<file path="config.mk">
export PLATFORM = sky130hd
export DESIGN_NAME = uart_rx_flat
export DESIGN_NICKNAME = d
export VERILOG_FILES = /design/src/rtl/uart_pkg.sv /design/src/rtl/uart_rx_if.sv /design/src/rtl/uart_rx_sync_2ff.sv /design/src/rtl/uart_rx.sv /design/src/flat_wrapper.sv
export SDC_FILE = /design/constraint.sdc
export NUM_CORES = 1
export LEC_CHECK = 0
export BUFFER_PORTS_ARGS = -buffer_cell sky130_fd_sc_hd__buf_2
export CORE_MARGIN = 2
export CORE_UTILIZATION = 55
export DETAILED_ROUTE_END_ITERATION = 10
export GPL_TIMING_DRIVEN = 0
export PLACE_DENSITY = 0.74
export REMOVE_ABC_BUFFERS = 1
export SETUP_SLACK_MARGIN = 0.15
export SYNTH_ARGS = -nofsm -noshare
export SYNTH_HDL_FRONTEND = slang
export SYNTH_SLANG_ARGS = --single-unit
</file>
<file path="constraint.sdc">
create_clock -name clk_in -period 2.3 [get_ports clk_in]
set_input_delay 0 -clock clk_in [delete_from_list [all_inputs] [get_ports clk_in]]
set_output_delay 0 -clock clk_in [all_outputs]
set_load 0.01 [all_outputs]
</file>
<file path="src/rtl/uart_pkg.sv">
// uart_pkg: shared definitions for the UART receiver and transmitter.
//   rx_state_t  : receiver FSM states
//   IDLE_LEVEL  : line level while idle and for the stop bit
//   START_LEVEL : line level of the start bit
//   majority3   : 2-of-3 vote used by the optional majority sampler
package uart_pkg;

  typedef enum logic [2:0] {IDLE, START, DATA, STOP, BREAK} rx_state_t;

  localparam logic IDLE_LEVEL  = 1'b1;
  localparam logic START_LEVEL = 1'b0;

  function automatic logic majority3(input logic a, input logic b, input logic c);
    return (a & b) | (a & c) | (b & c);
  endfunction

endpackage

</file>
<file path="src/rtl/uart_rx_if.sv">
// uart_rx_if: serial line in, received word and status strobes out.
//   rx_in         : serial line, idle high, asynchronous to the receiver clock
//   data_out      : last good word
//   valid_out     : 1-cycle strobe, data_out updated
//   frame_err_out : 1-cycle strobe, stop bit sampled low
//   busy_out      : receiver not idle
// slave  : the receiver side
// master : the line driver / consumer side
interface uart_rx_if #(
  parameter int DATA_SIZE = 8
);

  logic                 rx_in;
  logic [DATA_SIZE-1:0] data_out;
  logic                 valid_out;
  logic                 frame_err_out;
  logic                 busy_out;

  modport slave (
    input  rx_in,
    output data_out,
    output valid_out,
    output frame_err_out,
    output busy_out
  );

  modport master (
    output rx_in,
    input  data_out,
    input  valid_out,
    input  frame_err_out,
    input  busy_out
  );

endinterface

</file>
<file path="src/rtl/uart_rx_sync_2ff.sv">
// sync_2ff: two-flop synchronizer for a single asynchronous bit.
//   clk_in : destination clock
//   rst_in : asynchronous active-high reset, both flops load RESET_VAL
//   d_in   : asynchronous input
//   q_out  : synchronized output
module sync_2ff #(
  parameter logic RESET_VAL = 1'b0
) (
  input  logic clk_in,
  input  logic rst_in,
  input  logic d_in,
  output logic q_out
);

  logic meta;

  always_ff @(posedge clk_in or posedge rst_in) begin
    if (rst_in) begin
      meta  <= RESET_VAL;
      q_out <= RESET_VAL;
    end else begin
      meta  <= d_in;
      q_out <= meta;
    end
  end

endmodule

</file>
<file path="src/rtl/uart_rx.sv">
// uart_rx: 8N1-style asynchronous serial receiver, LSB first, idle-high line.
//   clk_in : system clock
//   rst_in : asynchronous active-high reset
//   rx_if  : uart_rx_if.slave (rx_in, data_out, valid_out, frame_err_out, busy_out)
// Parameters: CLK_BAUD_RATIO (clocks per bit, >= 4), DATA_SIZE (data bits).
// Option: define UART_RX_MAJORITY_EN to vote each bit over 3 cycles around the
//   sample point; the decision (and every strobe) then lands one cycle later.
module uart_rx
  import uart_pkg::*;
#(
  parameter int CLK_BAUD_RATIO = 25,
  parameter int DATA_SIZE      = 8
) (
  input  logic      clk_in,
  input  logic      rst_in,
  uart_rx_if.slave  rx_if
);

  localparam int HALF   = CLK_BAUD_RATIO / 2;
  localparam int BAUD_W = $clog2(CLK_BAUD_RATIO);
  localparam int BIT_W  = $clog2(DATA_SIZE + 2);

  // The counter reads 0 one cycle after the start edge is seen, so the nominal
  // sample point is at HALF-1; the majority vote needs one more cycle.
`ifdef UART_RX_MAJORITY_EN
  localparam logic [BAUD_W-1:0] DECIDE_AT = BAUD_W'(HALF);
`else
  localparam logic [BAUD_W-1:0] DECIDE_AT = BAUD_W'(HALF - 1);
`endif
  localparam logic [BAUD_W-1:0] BAUD_LAST = BAUD_W'(CLK_BAUD_RATIO - 1);
  localparam logic [BIT_W-1:0]  BIT_LAST  = BIT_W'(DATA_SIZE - 1);

  rx_state_t            state, state_nxt;
  logic                 rx_s;
  logic                 sample_bit;
  logic                 sample_tick;
  logic [BAUD_W-1:0]    baud_cnt;
  logic [BIT_W-1:0]     bit_cnt;
  logic [DATA_SIZE-1:0] shift_reg;
  logic                 shift_en;
  logic                 load_data;
  logic                 set_err;

  sync_2ff #(.RESET_VAL(IDLE_LEVEL)) u_sync (
    .clk_in (clk_in),
    .rst_in (rst_in),
    .d_in   (rx_if.rx_in),
    .q_out  (rx_s)
  );

`ifdef UART_RX_MAJORITY_EN
  // rx_hist[0] is rx_s one cycle ago, rx_hist[1] two cycles ago.
  logic [1:0] rx_hist;

  always_ff @(posedge clk_in or posedge rst_in) begin
    if (rst_in) rx_hist <= {2{IDLE_LEVEL}};
    else        rx_hist <= {rx_hist[0], rx_s};
  end

  assign sample_bit = majority3(rx_s, rx_hist[0], rx_hist[1]);
`else
  assign sample_bit = rx_s;
`endif

  assign sample_tick    = (baud_cnt == DECIDE_AT);
  assign rx_if.busy_out = (state != IDLE);

  always_ff @(posedge clk_in or posedge rst_in) begin
    if (rst_in) state <= IDLE;
    else        state <= state_nxt;
  end

  always_comb begin
    state_nxt = state;
    shift_en  = 1'b0;
    load_data = 1'b0;
    set_err   = 1'b0;
    case (state)
      IDLE: begin
        if (rx_s == START_LEVEL) state_nxt = START;
      end
      START: begin
        if (sample_tick) state_nxt = (sample_bit == START_LEVEL) ? DATA : IDLE;
      end
      DATA: begin
        if (sample_tick) begin
          shift_en = 1'b1;
          if (bit_cnt == BIT_LAST) state_nxt = STOP;
        end
      end
      STOP: begin
        if (sample_tick) begin
          if (sample_bit == IDLE_LEVEL) begin
            load_data = 1'b1;
            state_nxt = IDLE;
          end else begin
            set_err   = 1'b1;
            state_nxt = BREAK;
          end
        end
      end
      // A line stuck low must go high before another frame can start.
      BREAK: begin
        if (rx_s == IDLE_LEVEL) state_nxt = IDLE;
      end
      default: state_nxt = IDLE;
    endcase
  end

  // Baud counter free-runs modulo CLK_BAUD_RATIO during a frame so that every
  // bit hits the same sample count; it is held at 0 while waiting for a start.
  always_ff @(posedge clk_in or posedge rst_in) begin
    if (rst_in) begin
      baud_cnt <= '0;
    end else if (state == IDLE || state == BREAK || baud_cnt == BAUD_LAST) begin
      baud_cnt <= '0;
    end else begin
      baud_cnt <= baud_cnt + 1'b1;
    end
  end

  always_ff @(posedge clk_in or posedge rst_in) begin
    if (rst_in) begin
      bit_cnt   <= '0;
      shift_reg <= '0;
    end else begin
      if (state != DATA) bit_cnt <= '0;
      else if (shift_en) bit_cnt <= bit_cnt + 1'b1;
      if (shift_en) shift_reg <= {sample_bit, shift_reg[DATA_SIZE-1:1]};
    end
  end

  always_ff @(posedge clk_in or posedge rst_in) begin
    if (rst_in) begin
      rx_if.data_out      <= '0;
      rx_if.valid_out     <= 1'b0;
      rx_if.frame_err_out <= 1'b0;
    end else begin
      rx_if.valid_out     <= load_data;
      rx_if.frame_err_out <= set_err;
      if (load_data) rx_if.data_out <= shift_reg;
    end
  end

endmodule

</file>
<file path="src/flat_wrapper.sv">
// flat-port wrapper written by rule: the top's interface ports become plain ports
module uart_rx_flat import uart_pkg::*;
#(
  parameter int CLK_BAUD_RATIO = 25,
  parameter int DATA_SIZE      = 8
)
  (clk_in, rst_in, rx_if_rx_in, rx_if_data_out, rx_if_valid_out, rx_if_frame_err_out, rx_if_busy_out);
  uart_rx_if #(.DATA_SIZE(DATA_SIZE)) rx_if_i ();
  input  logic clk_in;
  input  logic rst_in;
  input wire logic [$bits(rx_if_i.rx_in)-1:0] rx_if_rx_in;
  output wire logic [$bits(rx_if_i.data_out)-1:0] rx_if_data_out;
  output wire logic [$bits(rx_if_i.valid_out)-1:0] rx_if_valid_out;
  output wire logic [$bits(rx_if_i.frame_err_out)-1:0] rx_if_frame_err_out;
  output wire logic [$bits(rx_if_i.busy_out)-1:0] rx_if_busy_out;
  assign rx_if_i.rx_in = rx_if_rx_in;
  assign rx_if_data_out = rx_if_i.data_out;
  assign rx_if_valid_out = rx_if_i.valid_out;
  assign rx_if_frame_err_out = rx_if_i.frame_err_out;
  assign rx_if_busy_out = rx_if_i.busy_out;
  uart_rx #(.CLK_BAUD_RATIO(CLK_BAUD_RATIO), .DATA_SIZE(DATA_SIZE)) u_core (.clk_in(clk_in), .rst_in(rst_in), .rx_if(rx_if_i));
endmodule
</file>
==> impl_results.md, run 1 <==
- Status: completed
- Initial antenna violation count: 0
- Vias post-DR: 807
- Clk buf depth: 2
- Design Area, Final: 1540 µm²
- Vias in the first global route: 723
- Vias per cell: 5.27
- Pwr per Cell Area: 883 nW/µm²
- Launching point of the worst reg2reg path: u_core.baud_cnt[0]
- DRT Wirelength: 2000 µm
- Fmax: 0.545 GHz
- Worst Path Buf+Inv: 0
- Detailed Routing Iterations Pass 1: 3
- Wire per inst: 13.1 µm
- Initial core utilization: 56.9%
- Slew @ Worst Pin: 1120 ps
- Post-Route Skew: 8.10 ps
- Top-Level Pins: 14
- CTS buffer count: 5
- Total track usage: 16.5%
- RSZ-0062 raised after global routing: false
- Critical path arrival: 2050 ps
- Die W: 53.9 µm
- Relative slew slack: 25.0%
- CTS tree: built
- Max cap viols: 0
- Cell variety after synth: 28
- Mapped Cells: 103
- Crit-path max FO: 8
- Gr ovfl total: 0
- Final setup viols: 0
- IO buf count: 13
- Clock transition at path regs: 100 ps
- Hold WC Path Type: primary input to flip-flop
- Full die area: 2910 µm²
- Post-layout min period: 1840 ps
- Crit end category: flip-flop
- FF-to-FF End: u_core.rx_if.data_out[2]
- Period Utilization, post-route: 79.8%
- Slowest cell on the critical path: mux2_1
- First-pass GRT wire length: 3190 µm
- Placer Congestion: 0.712
- Die height: 53.9 µm
- Post-CTS setup buffer count: 0
- DRC: 0
- Share of post-route cells with drive strength above 1: 26.0%
- CP Launch Type: flip-flop
- Number of clock sinks: 32
- Lkg Pwr: 0.811 nW
- Critical path startpoint: u_core.baud_cnt[0]
- Critical path depth: 4
- Worst IR Drop VDD: 0.000808 V
- Ant diodes: 0
- Dpl cell area: 1450 µm²
- Std cell rows: 18
- H-tree levels: 2
- Max Slew Vio Count: 0
- Core box area: 2410 µm²
- Root Driver: clkbuf_4
- Antenna-violating nets left: 0
- Largest net degree at the start of global routing: 33
- Nets: 128
- Crit-path max cell delay: 410 ps
- Reg2Reg Setup Slack: 460 ps
- Final hold vios: 0
- #FFs+latches synth: 32
- Post-Synthesis Cell Area: 1370 µm²
- Ys Warns: 0
- Worst setup path class: flip-flop to flip-flop
- Drt initial violations: 4
- CP top delay family: simple AND/OR/NAND/NOR gates
- Crit path to: u_core.rx_if.data_out[2]
- Syn Area/Cell: 13.3 µm²
- Minimum hold slack: 321 ps
- Area growth from synthesis to layout: 12.5%
- Sequential fraction of the synthesis area: 58.6%
- Critical Path RT: 2510 ps
- Cell chain of the critical path: ha_1 > and4bb_1 > nand4_2 > mux2_1
- Worst reg-to-reg path cell count: 4
- Clk Latency, worst-skew pair: 320 ps
- Setup TNS: 0 ps
[layout make-up]
| class | count | area, µm² |
|---|---|---|
| fillers | 186 | 867 |
| flip-flops and latches | 32 | 803 |
| multi-input cells | 63 | 522 |
| repair buffers | 15 | 85.1 |
| clock buffers | 6 | 41.3 |
| well taps | 30 | 37.5 |
| clock inverters | 2 | 35.0 |
| inverters | 5 | 18.8 |
[how the worst min path moves through the flow]
| stage | end | slack (ps) | startpoint | cells past startpoint |
|---|---|---|---|---|
| 5_1_grt | u_core.u_sync.meta | 290 | rx_if_rx_in | 2 |
| 6_report | u_core.u_sync.meta | 320 | rx_if_rx_in | 2 |
| 2_1_floorplan | u_core.u_sync.meta | 4 | rx_if_rx_in | 0 |
| 4_1_cts | u_core.u_sync.meta | 300 | rx_if_rx_in | 2 |
| 3_3_place_gp | u_core.u_sync.meta | 110 | rx_if_rx_in | 1 |
| 3_5_place_dp | u_core.u_sync.meta | 110 | rx_if_rx_in | 1 |
[metrics by stage]
step / total power (W) / utilization [%] / worst slack [ps] / std cells
2_1_floorplan: 0.000906 / - / 628 / 100
5_1_grt: 0.00145 / 64.0 / 330 / 153
3_5_place_dp: 0.000969 / 60.0 / 453 / 143
3_3_place_gp: 0.000952 / 60.0 / 477 / 143
6_report: 0.00136 / 64.0 / 464 / 153
4_1_cts: 0.00138 / 64.0 / 433 / 153
[cells in the final DEF, fill, tap and decap left out, drive strengths merged, types with 3 or more instances in the layout]
master,netlist,layout
a21oi,4,4
inv,5,5
nand3,4,4
buf,3,13
mux2,17,17
clkbuf,0,6
dfrtp,30,30
ha,3,3
nor2,9,9
o21ai,3,3
nand2,3,3
or3,3,3
[worst reg2reg max path: stages (launching register included)]
cell	delay, ps
dfrtp_1	400
ha_1	240
and4bb_1	360
nand4_2	320
mux2_1	420
[layer usage]
metal	GRT usage, %	share of wire, %	vias up
li1	-	-	390
met1	18.3	44	401
met2	26.2	51	11
met3	8.33	3.2	5
met4	7.69	2.1	0
met5	0	0	-
[repair_timing]
| action | 4_1_cts | 5_1_grt |
|---|---|---|
| hold buffers | 2 | 0 |
| resized for setup | 0 | 0 |
| endpoints found under the hold margin | 18 | 0 |
[Yosys cell counts, drive strengths merged]
library cell  instances  area (µm²)
a211oi                1        7.51
a21oi                 4        20.0
and2                  1        6.26
and3                  1        6.26
and4b                 1        10.0
and4bb                1        12.5
buf                   3        27.5
dfrtp                30         751
dfstp                 2        52.6
ha                    3        37.5
inv                   5        18.8
mux2                 17         221
nand2                 3        11.3
nand3                 4        20.0
nand4                 1        12.5
nand4b                1        8.76
nand4bb               1        11.3
nor2                  9        33.8
nor2b                 1        6.26
nor3                  2        10.0
o21ai                 3        15.0
or2                   1        6.26
or3                   3        18.8
or3b                  1        11.3
xnor2                 2        17.5
xor2                  2        17.5
[power breakdown]
| part | internal [W] | total (W) | switching (W) |
|---|---|---|---|
| combinational | 0.000118 | 0.000238 | 0.000120 |
| sequential | 0.000634 | 0.000719 | 0.0000852 |
| clock | 0.000228 | 0.000405 | 0.000178 |
| total | 0.000980 | 0.00136 | 0.000383 |
[logic make-up (layout without fill, tap and decap cells)]
family                   after synthesis  after routing  share of synthesized area [%]
AO/OA/AOI/OAI                          8              8                           3.10
buffers and inverters                  8             28                           3.38
adder cells (fa/ha/maj)                3              3                           2.74
AND/OR/NAND/NOR                       31             31                           13.5
XOR/XNOR                               4              4                           2.56
flip-flops                            32             32                           58.6
multiplexers                          17             17                           16.2
(Power assumes the default switching activity.)
==> run 2, diff against run 1 <==
--- a/config.mk
+++ b/config.mk
@@ -7,10 +7,10 @@
 export LEC_CHECK = 0
 export BUFFER_PORTS_ARGS = -buffer_cell sky130_fd_sc_hd__buf_2
 export CORE_MARGIN = 2
-export CORE_UTILIZATION = 55
+export CORE_UTILIZATION = 51
 export DETAILED_ROUTE_END_ITERATION = 10
 export GPL_TIMING_DRIVEN = 0
-export PLACE_DENSITY = 0.74
+export PLACE_DENSITY = 0.72
 export REMOVE_ABC_BUFFERS = 1
 export SETUP_SLACK_MARGIN = 0.15
 export SYNTH_ARGS = -nofsm -noshare
==> constraint.sdc (replaced) <==
create_clock -name clk_in -period 1.61 [get_ports clk_in]
set_input_delay 0 -clock clk_in [delete_from_list [all_inputs] [get_ports clk_in]]
set_output_delay 0 -clock clk_in [all_outputs]
set_load 0.01 [all_outputs]
==> run 2 against run 1 <==
Compared with the run above:
- largest power group unchanged
- worst hold slack got worse by 150 ps
- worst setup slack got worse by 430 ps
- global-route usage rose by 1.7 points
- count of clock-buffer cells in the layout rose by 2
- maximum frequency rose by 17%
- utilization rose by 4.6 points
- critical path depth fell by 1
- register-to-register slack got worse by 430 ps
- non-clock buffer count rose by 15
- die area rose by 7.3%
==> impl_results.md, run 2 (synthesis results as in run 1) <==
- Drt initial violations: 5 (+1)
- Die height: 55.9 µm (+3.6%)
- Detailed Routing Iterations Pass 1: 4 (+1)
- Status: completed
- FF-to-FF End: u_core.shift_reg[6]
- Cell chain of the critical path: or3b_4 > or2_4 > mux2_4
- Largest net degree at the start of global routing: 33 (unchanged)
- Hold WC Path Type: primary input to asynchronous set/reset pin
- Crit-path max cell delay: 430 ps (+20 ps)
- Final WS setup: 35.7 ps (-429 ps)
- Initial antenna violation count: 0 (unchanged)
- Layout Cells excl Fill: 168 (+9.8%)
- Std cell rows: 18 (unchanged)
- Critical Path RT: 1840 ps (-670 ps)
- Worst IR Drop VDD: 0.00101 V (+25%)
- Design Area, Final: 1730 µm² (+12%)
- Period Utilization, post-route: 97.8% (+18 points)
- Pre-CTS setup slack: -253 ps (-706 ps)
- IO buf count: 13 (unchanged)
- Initial core utilization: 54.4% (-2.5 points)
- Launching point of the worst reg2reg path: u_core.state[0]
- CP top delay family: simple AND/OR/NAND/NOR gates
- First-pass GRT wire length: 4260 µm (+34%)
- H-tree levels: 2 (unchanged)
- Area growth from synthesis to layout: 26.2%
- Gr ovfl total: 0 (unchanged)
- DP Cell Count: 143 (unchanged)
- Critical path arrival: 1800 ps (-250 ps)
- Post-Route Skew: 10.1 ps (+2.05 ps)
- Reg2Reg Setup Slack: 40 ps (-430 ps)
- Crit-path max FO: 8 (unchanged)
- Worst reg-to-reg path cell count: 3 (-1)
- Top-Level Pins: 14 (unchanged)
- Number of clock sinks: 32 (unchanged)
- Dpl cell area: 1450 µm² (unchanged)
- CTS buffer count: 5 (unchanged)
- Max cap viols: 0 (unchanged)
- DRT Wirelength: 2590 µm (+30%)
- Clk Latency, worst-skew pair: 340 ps (+20 ps)
- Slowest cell on the critical path: dfrtp_2
- Pwr per Cell Area: 1220 nW/µm² (+38%)
- Top layer reached by signal wires: met4
- Routed wl met3: 93 µm (+48%)
- Relative slew slack: 73.6% (+49 points)
- Max Slew Vio Count: 0 (unchanged)
- Total power: 0.00212 W (+55%)
- Slew @ Worst Pin: 395 ps (-729 ps)
- Routed length on met2: 1320 µm (+29%)
- Clock transition at path regs: 100 ps (about the same)
- RSZ-0062 raised after global routing: true
- Lkg Pwr: 0.892 nW (+9.9%)
- CTS tree: built
- Detailed placement HPWL: 1330 µm
- Worst setup path class: flip-flop to flip-flop
- Total track usage: 18.2% (+1.7 points)
- Vias in the first global route: 947 (+31%)
- DRC: 0 (unchanged)
- Final setup viols: 0 (unchanged)
- Met1 WL: 1110 µm (+27%)
- Crit end category: flip-flop
- Fmax: 0.635 GHz (+17%)
- Share of post-route cells with drive strength above 1: 44.9% (+19 points)
- Placer Congestion: 0.679 (-4.7%)
- Vias per cell: 5.29 (+0.21%)
- Wire per inst: 15.4 µm (+18%)
- Most common cell after layout, fill and taps aside: dfrtp_1
- Ant diodes: 0 (unchanged)
- Vias post-DR: 888 (+10%)
- Clk buf depth: 2 (unchanged)
- Die W: 55.9 µm (+3.6%)
- Final hold vios: 0 (unchanged)
- Worst Path Buf+Inv: 0 (unchanged)
- Nets: 143 (+12%)
- Full die area: 3120 µm² (+7.3%)
- CP Launch Type: flip-flop
- Core box area: 2520 µm² (+4.7%)
- Root Driver: clkbuf_4
- Antenna-violating nets left: 0 (unchanged)
- Most frequent cells in the layout: 27 x dfrtp_1, 16 x mux2_4, 13 x buf_2, 13 x buf_4, 9 x nor2_1
- Post-layout min period: 1570 ps (-261 ps)
-- run 2: through the flow --
step / util (%) / TNS [ps] / hold WS (ps)
after floorplan: - / -493 / 4.48
after global placement: 57.3 / -3110 / 107
after global routing: 68.6 / 0 / 183
final: 68.6 / 0 / 169
after detailed placement: 57.3 / -3480 / 107
after CTS: 66.1 / 0 / 284
-- run 2: where the power goes --
group / switching [W] / internal [W] / total [W]
logic: 0.000279 / 0.000345 / 0.000624
registers: 0.000102 / 0.000912 / 0.00101
clock network: 0.000262 / 0.000215 / 0.000478
-- run 2: how the worst max path moves through the flow --
stage,start,to,cells past startpoint
floorplan,u_core.state[0],u_core.shift_reg[0],3
global placement,u_core.baud_cnt[0],u_core.rx_if.data_out[5],4
detailed placement,u_core.baud_cnt[0],u_core.rx_if.data_out[3],4
CTS,u_core.state[2],u_core.shift_reg[6],3
global route,u_core.state[0],u_core.shift_reg[2],3
finish,u_core.state[0],u_core.shift_reg[6],3
-- run 2: layout make-up --
class	instances	area, µm²
Clock buffer	8	58.8
Tap cell	30	37.5
Fill cell	180	792
Timing Repair Buffer	30	221
Multi-Input combinational cell	63	587
Inverter	5	18.8
Sequential cell	32	807
-- run 2: routing by layer --
layer,vias to the layer above,global-route usage (%)
met2,20,27.6
met3,9,6.05
met5,-,0
li1,421,-
met1,438,21.9
met4,0,12.6
-- run 2: repair_timing --
item                                    in CTS  in global routing
hold buffers                                 2                  0
buffers inserted                            11                  3
pin swaps                                    5                  4
gates resized for setup                     16                  5
endpoints found under the setup margin      19                 21
endpoints found under the hold margin        9                  0
-- run 2: worst register-to-register path: stages, from the launching register on --
cell	delay (ps)
dfrtp_2	430
or3b_4	410
or2_4	310
mux2_4	320
==> run 3, diff against run 2 <==
--- a/config.mk
+++ b/config.mk
@@ -6,7 +6,6 @@
 export NUM_CORES = 1
 export LEC_CHECK = 0
 export BUFFER_PORTS_ARGS = -buffer_cell sky130_fd_sc_hd__buf_2
-export CORE_MARGIN = 2
 export CORE_UTILIZATION = 51
 export DETAILED_ROUTE_END_ITERATION = 10
 export GPL_TIMING_DRIVEN = 0
==> run 3 against run 2 <==
Compared with the run above:
- flip-flop and latch count stayed put
- non-clock buffer count is 1 higher
- first-iteration DRC count up 80%
- critical path depth did not move
- critical path type unchanged
- largest power group unchanged
==> impl_results.md, run 3 (synthesis results as in run 1) <==
- DRT Wirelength: 2450 µm (-5.4%)
- CP top delay family: simple AND/OR/NAND/NOR gates
- RSZ-0062 raised after global routing: true
- Lkg Pwr: 0.895 nW (+0.36%)
- Nets: 144 (+0.70%)
- Hold WC Path Type: primary input to asynchronous set/reset pin
- Crit-path max cell delay: 430 ps (about the same)
- CTS tree: built
- Fmax: 0.637 GHz (+0.34%)
- Critical path startpoint: u_core.state[0]
- CP Launch Type: flip-flop
- Critical Path RT: 1820 ps (-20 ps)
- Wire per inst: 14.5 µm (-6.0%)
- Final setup viols: 0 (unchanged)
- Worst reg-to-reg path cell count: 3 (unchanged)
- Initial core utilization: 54.9% (+0.49 points)
- Crit end category: flip-flop
- Core box area: 2500 µm² (-0.89%)
- Largest net degree at the start of global routing: 33 (unchanged)
- Filler Cell Count: 177 (-1.7%)
- Relative slew slack: 79.6% (+5.9 points)
- Vias per cell: 5.27 (-0.26%)
- Vias post-DR: 891 (+0.34%)
- Clk Latency, worst-skew pair: 330 ps (about the same)
- Worst setup path class: flip-flop to flip-flop
- Max cap viols: 0 (unchanged)
- DP Cell Count: 143 (unchanged)
- Final hold vios: 0 (unchanged)
- Vias in the first global route: 861 (-9.1%)
- Reg2Reg Setup Slack: 40 ps (about the same)
- Minimum hold slack: 144 ps (-24.9 ps)
- Die height: 53.9 µm (-3.6%)
- FF-to-FF End: u_core.shift_reg[3]
- Initial antenna violation count: 0 (unchanged)
- Gr ovfl total: 0 (unchanged)
- First-pass GRT wire length: 3940 µm (-7.6%)
- Pwr per Cell Area: 1210 nW/µm² (-0.75%)
- Placer Congestion: 0.739 (+8.9%)
- Total track usage: 20.4% (+2.2 points)
- Multi-input gate area: 588 µm² (+0.21%)
- Post-layout min period: 1570 ps (-5.37 ps)
- Crit-path max FO: 8 (unchanged)
- Post-Route Skew: 11.2 ps (+1.03 ps)
- Layout Cells excl Fill: 169 (+0.60%)
- Worst IR Drop VDD: 0.00101 V (+0.52%)
- Max Slew Vio Count: 0 (unchanged)
- Full die area: 2900 µm² (-7.0%)
- Top-Level Pins: 14 (unchanged)
- Share of post-route cells with drive strength above 1: 46.8% (+1.8 points)
- Antenna-violating nets left: 0 (unchanged)
- IO buf count: 13 (unchanged)
- Detailed placement HPWL: 1490 µm (+12%)
- Period Utilization, post-route: 97.4% (-0.33 points)
- Launching point of the worst reg2reg path: u_core.state[0]
- Drt initial violations: 9 (+4)
- Root Driver: clkbuf_4
- Most common cell after layout, fill and taps aside: dfrtp_1
- H-tree levels: 2 (unchanged)
- Cell chain of the critical path: or3b_4 > or2_4 > mux2_4
- Area growth from synthesis to layout: 26.8%
- Sequential cell area: 807 µm² (unchanged)
- Worst Path Buf+Inv: 0 (unchanged)
- Slowest cell on the critical path: dfrtp_2
- Status: completed
- Clock transition at path regs: 100 ps (about the same)
- Clk buf depth: 2 (unchanged)
- Detailed Routing Iterations Pass 1: 4 (unchanged)
- DRC: 0 (unchanged)
- Slew @ Worst Pin: 306 ps (-88.9 ps)
- Critical path arrival: 1780 ps (-20 ps)
- Most frequent cells in the layout: 27 x dfrtp_1, 16 x mux2_4, 15 x buf_4
- Ant diodes: 0 (unchanged)
- Number of clock sinks: 32 (unchanged)
- Die W: 53.9 µm (-3.6%)
- CTS buffer count: 5 (unchanged)
- Std cell rows: 18 (unchanged)
[run 3: changes by cell type in the layout (fill, tap and decap cells not counted)]
cell        delta
or3_4          -1
and2_4         +1
buf_6          -1
or3_1          +1
and2_1         -1
o21ai_2        +1
buf_4          +2
clkbuf_1       -1
clkinvlp_4     +1
o21ai_1        -1
[run 3: through the flow]
step           power (W)  instance area, µm²  util, %  setup WS (ps)  setup TNS, ps
6_report         0.00211                1740     69.6           41.1              0
2_1_floorplan    0.00129                1340        -          -61.6           -493
3_3_place_gp     0.00137                1450     57.9           -202          -3160
5_1_grt          0.00226                1740     69.6           16.4              0
4_1_cts          0.00203                1660     66.6           29.2              0
3_5_place_dp     0.00139                1450     57.9           -306          -4140
[run 3: worst max path at each step]
stage	endpoint	slack, ps	depth (start not counted)
2_1_floorplan	u_core.shift_reg[0]	-60	3
3_3_place_gp	u_core.rx_if.data_out[4]	-200	4
3_5_place_dp	u_core.rx_if.data_out[4]	-310	4
4_1_cts	u_core.shift_reg[3]	30	3
5_1_grt	u_core.rx_if.data_out[2]	20	4
6_report	u_core.shift_reg[3]	40	3
[run 3: power breakdown]
part	switching (W)	internal (W)
Sequential	0.000110	0.000912
Clock	0.000266	0.000214
Combinational	0.000267	0.000342
[run 3: what timing repair did]
action / CTS / global route
setup endpoints to repair: 21 / 21
endpoints found under the hold margin: 11 / 0
pin swaps: 5 / 2
buffers inserted: 11 / 4
resized for setup: 17 / 5
hold buffers: 2 / 0
[run 3: worst min-delay path, stage by stage]
cell	delay (ps)
dlygate4sd3_1	530
buf_2	110
inv_1	230
[run 3: routing by layer]
metal  up-vias  GRT usage [%]  share of wire [%]
li1        425              -                  -
met1       441           25.5                 45
met2        20           31.7                 51
met3         5           8.47                3.3
met4         0           6.58                1.1
met5         -              0                  0
[run 3: layout make-up]
type | count | share of cell area [%]
clock inverters | 1 | 0.432
flip-flops and latches | 32 | 46.4
repair buffers | 31 | 12.9
well taps | 30 | 2.16
multi-input cells | 63 | 33.8
clock buffers | 7 | 3.17
inverters | 5 | 1.08
